===== config.mk =====
export PLATFORM = sky130hd
export DESIGN_NAME = serial_bit_feeder
export DESIGN_NICKNAME = d
export VERILOG_FILES = /design/src/rtl/serial_feeder_pkg.sv /design/src/rtl/piso_shift_reg.sv /design/src/rtl/serial_bit_feeder.sv
export SDC_FILE = /design/constraint.sdc
export NUM_CORES = 1
export LEC_CHECK = 0
export CORE_AREA = 2 2 46 48
export CTS_CLUSTER_DIAMETER = 150
export DETAILED_ROUTE_END_ITERATION = 8
export DIE_AREA = 0 0 48 50
export PLACE_DENSITY = 0.73
export SYNTH_ARGS = -nofsm -noshare
export SYNTH_HDL_FRONTEND = slang
export SYNTH_SLANG_ARGS = --single-unit

===== constraint.sdc =====
create_clock -name clk -period 2.4 [get_ports clk]
set_clock_uncertainty 0.05 [all_clocks]
set_input_delay 0.48 -clock clk [delete_from_list [all_inputs] [get_ports clk]]
set_output_delay 0.48 -clock clk [all_outputs]
set_load 0.02 [all_outputs]

===== src/rtl/serial_feeder_pkg.sv =====
// serial_feeder_pkg: shared state encoding and widths for the serial bit feeder
package serial_feeder_pkg;
  typedef enum logic [1:0] {
    ST_IDLE  = 2'd0,
    ST_SHIFT = 2'd1,
    ST_GAP   = 2'd2
  } state_t;
  localparam int GAP_W = 4;
endpackage


===== src/rtl/piso_shift_reg.sv =====
// piso_shift_reg: parallel-in serial-out register; the first bit is taken by the caller at load time
module piso_shift_reg #(
  parameter int WIDTH     = 8,
  parameter bit MSB_FIRST = 1
) (
  input  logic             clk,
  input  logic             rst,
  input  logic             load,
  input  logic             shift,
  input  logic [WIDTH-1:0] d,
  output logic             q_bit
);
  logic [WIDTH-1:0] shreg_q, shreg_d, src;
  // Load stores the word already advanced by one, so q_bit is always the next bit to emit
  always_comb begin
    src     = load ? d : shreg_q;
    shreg_d = (load | shift) ? (MSB_FIRST ? src << 1 : src >> 1) : shreg_q;
  end
  // Register with synchronous active-low clear
  always_ff @(posedge clk) begin
    shreg_q <= !rst ? '0 : shreg_d;
  end
  assign q_bit = MSB_FIRST ? shreg_q[WIDTH-1] : shreg_q[0];
endmodule


===== src/rtl/serial_bit_feeder.sv =====
// serial_bit_feeder: valid/ready word intake serialised onto x/x_valid with optional idle gap and stall
module serial_bit_feeder
  import serial_feeder_pkg::*;
#(
  parameter int WIDTH     = 8,
  parameter bit MSB_FIRST = 1,
  parameter int GAP       = 0
) (
  input  logic             clk,
  input  logic             rst,
  input  logic [WIDTH-1:0] din,
  input  logic             din_valid,
  output logic             din_ready,
  input  logic             hold,
  output logic             x,
  output logic             x_valid,
  output logic             word_done,
  output logic             busy
);
  localparam int BW = $clog2(WIDTH);
  state_t           state_q, state_d;
  logic [BW-1:0]    bitcnt_q, bitcnt_d;
  logic [GAP_W-1:0] gapcnt_q, gapcnt_d;
  logic             x_q, x_d;
  logic             last, accept, advance, q_bit;
  assign last      = bitcnt_q == '0;
  assign x_valid   = (state_q == ST_SHIFT) & ~hold;
  assign word_done = last & x_valid;
  assign din_ready = rst & ((state_q == ST_IDLE) | (word_done & (GAP == 0)));
  assign accept    = din_valid & din_ready;
  assign advance   = x_valid & ~last;
  assign busy      = state_q != ST_IDLE;
  assign x         = x_q;
  piso_shift_reg #(.WIDTH(WIDTH), .MSB_FIRST(MSB_FIRST)) u_piso (
    .clk  (clk),
    .rst  (rst),
    .load (accept),
    .shift(advance),
    .d    (din),
    .q_bit(q_bit)
  );
  // Next state: a load wins, then end-of-word, then a bit advance, then the gap countdown
  always_comb begin
    state_d  = state_q;
    bitcnt_d = bitcnt_q;
    gapcnt_d = gapcnt_q;
    x_d      = x_q;
    if (accept) begin
      state_d  = ST_SHIFT;
      bitcnt_d = BW'(WIDTH - 1);
      x_d      = MSB_FIRST ? din[WIDTH-1] : din[0];
    end else if (word_done) begin
      state_d  = GAP > 0 ? ST_GAP : ST_IDLE;
      gapcnt_d = GAP_W'(GAP > 0 ? GAP - 1 : 0);
    end else if (advance) begin
      bitcnt_d = bitcnt_q - 1'b1;
      x_d      = q_bit;
    end else if (state_q == ST_GAP) begin
      state_d  = gapcnt_q == '0 ? ST_IDLE : ST_GAP;
      gapcnt_d = gapcnt_q == '0 ? gapcnt_q : gapcnt_q - 1'b1;
    end
  end
  // State registers with synchronous active-low reset that discards any word in flight
  always_ff @(posedge clk) begin
    if (!rst) begin
      state_q  <= ST_IDLE;
      bitcnt_q <= '0;
      gapcnt_q <= '0;
      x_q      <= 1'b0;
    end else begin
      state_q  <= state_d;
      bitcnt_q <= bitcnt_d;
      gapcnt_q <= gapcnt_d;
      x_q      <= x_d;
    end
  end
endmodule

## After elaboration in Yosys (flattened, before gate mapping)

Cells that the tools add are included.
W data, S select, Z words.

| word-level totals | value |
|---|---|
| register bits | 17 |
| input port bits | 12 |

| operators by class | value |
|---|---|
| bitwise operators | 12 |
| reduce and logical (&&, ||, !) cells | 12 |
| equal/unequal tests | 6 |
| add/sub/neg operators | 2 |
| multiplexer cells | 16 |

Operators by type and width:

| operator | number |
|---|---|
| $mux W4 | 4 |
| $mux W3 | 3 |
| $mux W1 | 7 |
| $mux W7 | 1 |
| $reduce_and A2 Y1 | 3 |
| $reduce_bool A2 Y1 | 3 |
| $and A1 B1 Y1 | 5 |
| $not A1 Y1 | 5 |
| $logic_not A4 Y1 | 1 |
| $ne A2 B2 Y1 const B | 2 |
| $reduce_and A4 Y1 | 1 |
| $sub A4 B1 Y4 const B | 1 |
| $logic_not A3 Y1 | 1 |
| $ne A3 B2 Y1 const B | 1 |
| $reduce_bool A3 Y1 | 1 |
| $reduce_or A3 Y1 | 1 |
| $sub A3 B1 Y3 const B | 1 |
| $eq A2 B1 Y1 const B | 1 |
| $eq A2 B2 Y1 const B | 1 |
| $logic_not A2 Y1 | 1 |
| $mux W2 | 1 |
| $ne A2 B1 Y1 const B | 1 |
| $or A1 B1 Y1 | 2 |

## Logic depth before layout (Yosys ltp)

| logic depth | value |
|---|---|
| word-level depth | 8 |
| gate-level depth with buffers | 7 |

## By module

Synthesis repeated with hierarchy kept, for this count alone.

| second synthesis, totals | value |
|---|---|
| cell total of the unflattened synthesis | 94 |
| area, all modules | 963.4 um^2 |

By module, submodules not included:

| module | area each (um^2) | instances | cells each |
|---|---|---|---|
| serial_bit_feeder | 599.3 | 1 | 64 |
| piso_shift_reg | 364.1 | 1 | 30 |

## Least setup slack after synthesis

Ideal clock, no wire load.

| path | value |
|---|---|
| path type | register to output |
| start | reg bitcnt_q[0] |
| end | out din_ready |
| path slack | 0.349 ns |
| data arrival time | 1.521 ns |
| required time | 1.870 ns |
| cell stages (with the launch flop) | 5 |
| cell sequence | dfxtp_1 -> inv_1 -> ha_1 -> or3b_4 -> a211oi_1 |

| between the ends | value |
|---|---|
| cells in the longest elaborated chain, start to end | 4 |

Ends and longest elaborated chain:

| what | RTL line | text |
|---|---|---|
| from (decl) | serial_bit_feeder.sv:22 | `logic [BW-1:0] bitcnt_q, bitcnt_d;` |
| from (signal assigned) | serial_bit_feeder.sv:72 | `bitcnt_q <= bitcnt_d;` |
| $logic_not A3 Y1 | serial_bit_feeder.sv:26 | `assign last = bitcnt_q == '0;` |
| $and A1 B1 Y1 | serial_bit_feeder.sv:28 | `assign word_done = last & x_valid;` |
| $or A1 B1 Y1 | serial_bit_feeder.sv:29 | `assign din_ready = rst & ((state_q == ST_IDLE) \| (word_done & (GAP == 0)));` |
| $and A1 B1 Y1 | serial_bit_feeder.sv:29 |  |
| to (decl) | serial_bit_feeder.sv:13 | `output logic din_ready,` |

Every way passes these cells.

## Worst setup path after layout

| path | value |
|---|---|
| start | in hold |
| end | out x_valid |

| between the ends | value |
|---|---|
| cells in the longest elaborated chain, start to end | 2 |

Ends and longest elaborated chain:

| what | RTL line | text |
|---|---|---|
| from (decl) | serial_bit_feeder.sv:14 | `input logic hold,` |
| $not A1 Y1 | serial_bit_feeder.sv:27 | `assign x_valid = (state_q == ST_SHIFT) & ~hold;` |
| $and A1 B1 Y1 | serial_bit_feeder.sv:27 |  |
| to (decl) | serial_bit_feeder.sv:16 | `output logic x_valid,` |

Every way passes these cells.

==> Implementation_results.wiki <==
{| class="wikitable"
! Metric !! Value
|-
| Result of the run || finished clean
|-
| Number of stages on the worst setup path || 5
|-
| Cell leakage power || 0.470 nW
|-
| Post-synth EDFFs || 0
|-
| Slowest cell on the critical path || sky130_fd_sc_hd__clkdlybuf4s50_1
|-
| Clock power frac || 21.5%
|-
| Power per cell area || 601 mW/mm^2
|-
| Start point of the critical path || hold
|-
| Number of buffers inserted by port buffering || 16
|-
| Cell type with the highest aggregate area in the netlist || sky130_fd_sc_hd__dfxtp_1
|-
| Die Ht || 50 um
|-
| Cell class contributing the biggest share of worst-path delay || buffers and inverters
|-
| R2r worst-path depth || 7
|-
| Tightest Hold Check Type || reg2reg
|-
| # nets final || 144
|-
| Number of standard cells after synthesis || 102
|-
| Reg-to-reg critical path endpoint || gapcnt_q[3]
|-
| Crit path required time || 1870 ps
|-
| RD Place Congestion || 0.747
|-
| Peak VDD IR || 0.000344 V
|-
| Total of warnings raised by yosys || 0
|-
| Buffer and inverter count on the worst path || 4
|-
| Inserted Clock Buffers || 3
|-
| Number of register bits inferred by synthesis || 17
|-
| Initial Utilization || 46.6%
|-
| Final setup fails || 0
|-
| Part of the power in registers || 46.4%
|-
| Global route overflow || 0
|-
| CTS tree || done
|-
| Worst-Skew Late Latency || 280 ps
|-
| Critical Path AT || 1800 ps
|-
| Clock tree root driver cell || sky130_fd_sc_hd__clkbuf_4
|-
| Buffers from clock root to sink, at most || 2
|-
| CTS clock-pin slew for the worst setup and hold paths || 90 ps
|-
| Combined area of all synthesized cells || 887 um^2
|-
| Die ar. || 0.00240 mm^2
|-
| CP cell instances || clkdlybuf4s50_1, or3b_4, buf_4, clkinv_2, dlygate4sd2_1
|-
| Cells taking the most area after synthesis || sky130_fd_sc_hd__dfxtp_1 38%, sky130_fd_sc_hd__nand3_1 5.1%, sky130_fd_sc_hd__ha_1 4.2%
|-
| Layout cell share with drive strength beyond 1 || 21.1%
|-
| Count of maximum capacitance violations || 0
|-
| Longest individual stage delay on the worst path || 430 ps
|-
| Post-Syn Nets || 117
|-
| Layout area overhead || 30.3%
|-
| Crit Path Max Fanout || 3
|-
| Max-slew violation total from the final report || 0
|-
| Final worst-path cycle share || 97.1%
|-
| Via count normalized by instance count || 5.30
|-
| Top achievable clock speed || 429 MHz
|-
| Synthesized area per cell || 8.70 um^2
|-
| Die width || 48 um
|-
| Number of sinks driven by the clock tree || 17
|-
| P_int || 0.482 mW
|-
| Gr usage total || 18.8%
|-
| Main synth FF type || sky130_fd_sc_hd__dfxtp_1
|-
| Total number of placement rows || 16
|-
| Number of inserted filler cells in the final layout || 186
|-
| Worst slew margin relative to its limit || 73.3%
|-
| Via count of the first global-routing pass || 827
|-
| Register cell area after layout || 340 um^2
|-
| Ports || 17
|-
| Endpoint class of the critical path || output pin
|-
| First-iteration detailed-routing DRC count || 13
|-
| Via count of the routed design || 822
|-
| Setup repair after global routing missed its margin || no
|-
| Switching power as a share of total power || 30.7%
|-
| Number of unique standard cell types used by synthesis || 34
|-
| Final critical-path required period || 2330 ps
|-
| Number of antenna violations at the first check in global routing || 0
|-
| Actual transition at the worst max-transition pin || 397 ps
|-
| Worst setup path endpoint || x_valid
|-
| Flop-to-flop setup slack || 380 ps
|-
| Number of inserted diodes || 0
|-
| CTS H-tree depth || 1
|-
| Part of the power in combinational logic || 32.1%
|-
| Number of hold violations in the final report || 0
|-
| Routed WL per cell || 12.9 um
|-
| Hold_ws || 439 ps
|-
| Design Power || 0.695 mW
|-
| Net Sw Power || 0.213 mW
|-
| Post-DP HPWL || 1440 um
|-
| Final ANT Viol Nets || 0
|-
| Total iterations of the first detailed-routing run || 5
|-
| Residual DRC count || 0
|-
| Core box area || 0.00190 mm^2
|-
| Area used by multi-input combinational logic || 477 um^2
|-
| Post-detailed-routing wire length || 1990 um
|-
| Seq/Total Area, Yosys || 38.4%
|-
| Share of the synthesized area in the top cell type || 38.4%
|-
| Wire length of the first global-routing pass || 3310 um
|-
| Worst flop-to-flop path startpoint || state_q[1]
|-
| CP startpoint kind || primary input
|-
| Share of async-settable or async-resettable flops after synthesis || 0%
|-
| Pin count of the biggest net entering global routing || 19
|-
| Type of the setup path with the least slack || in2out
|}
metrics by stage:
step	setup TNS (ps)	instances	area [um^2]	setup WS, ps	util, %
2_1_floorplan	0	102	887	349	-
3_3_place_gp	-841	151	1140	-264	60.0
3_5_place_dp	-910	151	1140	-277	60.0
4_1_cts	0	155	1160	7.07	61.2
5_1_grt	0	155	1160	26.9	60.8
6_report	0	155	1160	70.2	60.8
cell families (layout without fill, tap and decap cells):
group	after synthesis	count (layout)	share of synthesized area [%]
xor+xnor	2	2	1.97
compound gates	26	26	23.3
mux	1	1	1.27
buf+inv	14	40	7.90
flops	17	17	38.4
fa+ha+maj	3	3	4.23
simple gates	39	39	23.0
cells in the final DEF (no fill, tap or decap), drive strengths merged, types with 2 or more instances in the layout:
master / count
a211oi: 2
clkbuf: 6
a32oi: 2
or3b: 3
inv: 8
nor2: 9
o31ai: 3
a311oi: 6
nand3: 9
buf: 11
ha: 3
or4: 2
nor3: 2
clkdlybuf4s50: 13
dfxtp: 17
o21ai: 4
a21oi: 7
nand2: 9
power groups by stage:
stage / clock network, mW / registers (mW) / logic (mW)
floorplan: 0 / 0.329 / 0.134
global placement: 0 / 0.328 / 0.221
detailed placement: 0 / 0.329 / 0.227
CTS: 0.156 / 0.323 / 0.226
global route: 0.173 / 0.326 / 0.247
finish: 0.149 / 0.323 / 0.223
synth_stat cells, drive strengths merged, types with 3 or more instances:
cell / count
nand2: 9
ha: 3
or3b: 3
dfxtp: 17
nand3: 9
nor2: 9
a21oi: 7
buf: 3
a311oi: 6
o31ai: 3
inv: 8
o21ai: 4
sequential cells by signal, summed over array words and instances (netlist names):
signal          count
u_piso.shreg_q      7
gapcnt_q            4
bitcnt_q            3
state_q             2
x                   1
tightest hold or removal path, stage by stage, from the launching register on:
cell and delay [ps]:
sky130_fd_sc_hd__dfxtp_1 330, sky130_fd_sc_hd__nand3_1 60, sky130_fd_sc_hd__a21oi_1 60
timing repair:
| item | CTS | global route |
|---|---|---|
| gates cloned | 0 | 0 |
| setup buffers | 0 | 0 |
| resized for setup | 3 | 5 |
| hold buffers | 0 | 0 |
| setup endpoints to repair | 3 | 2 |
layer usage:
metal | GRT usage [%] | vias to the layer above | part of all wire [%]
met1 | 21.7 | 382 | 44
met5 | 0 | - | 0
met2 | 31.8 | 17 | 51
li1 | - | 419 | -
met4 | 7.66 | 0 | 1.3
met3 | 4.03 | 4 | 3.6
cell type report:
cell class              instances  share of cell area [%]
clock buffers                   4                    2.27
repair buffers                 27                    21.1
multi-input cells              71                    41.2
inverters                       9                    3.03
flip-flops and latches         17                    29.4
well taps                      27                    2.92
worst min-delay path by stage:
stage / start / cells after the start / end
after global routing: u_piso.shreg_q[1] / 2 / u_piso.shreg_q[1]
after global placement: u_piso.shreg_q[3] / 2 / u_piso.shreg_q[3]
final: u_piso.shreg_q[1] / 2 / u_piso.shreg_q[1]
after floorplan: u_piso.shreg_q[3] / 2 / u_piso.shreg_q[3]
after CTS: gapcnt_q[1] / 2 / gapcnt_q[1]
after detailed placement: gapcnt_q[0] / 2 / gapcnt_q[0]
No activity file was read; power rests on OpenSTA's default activity.
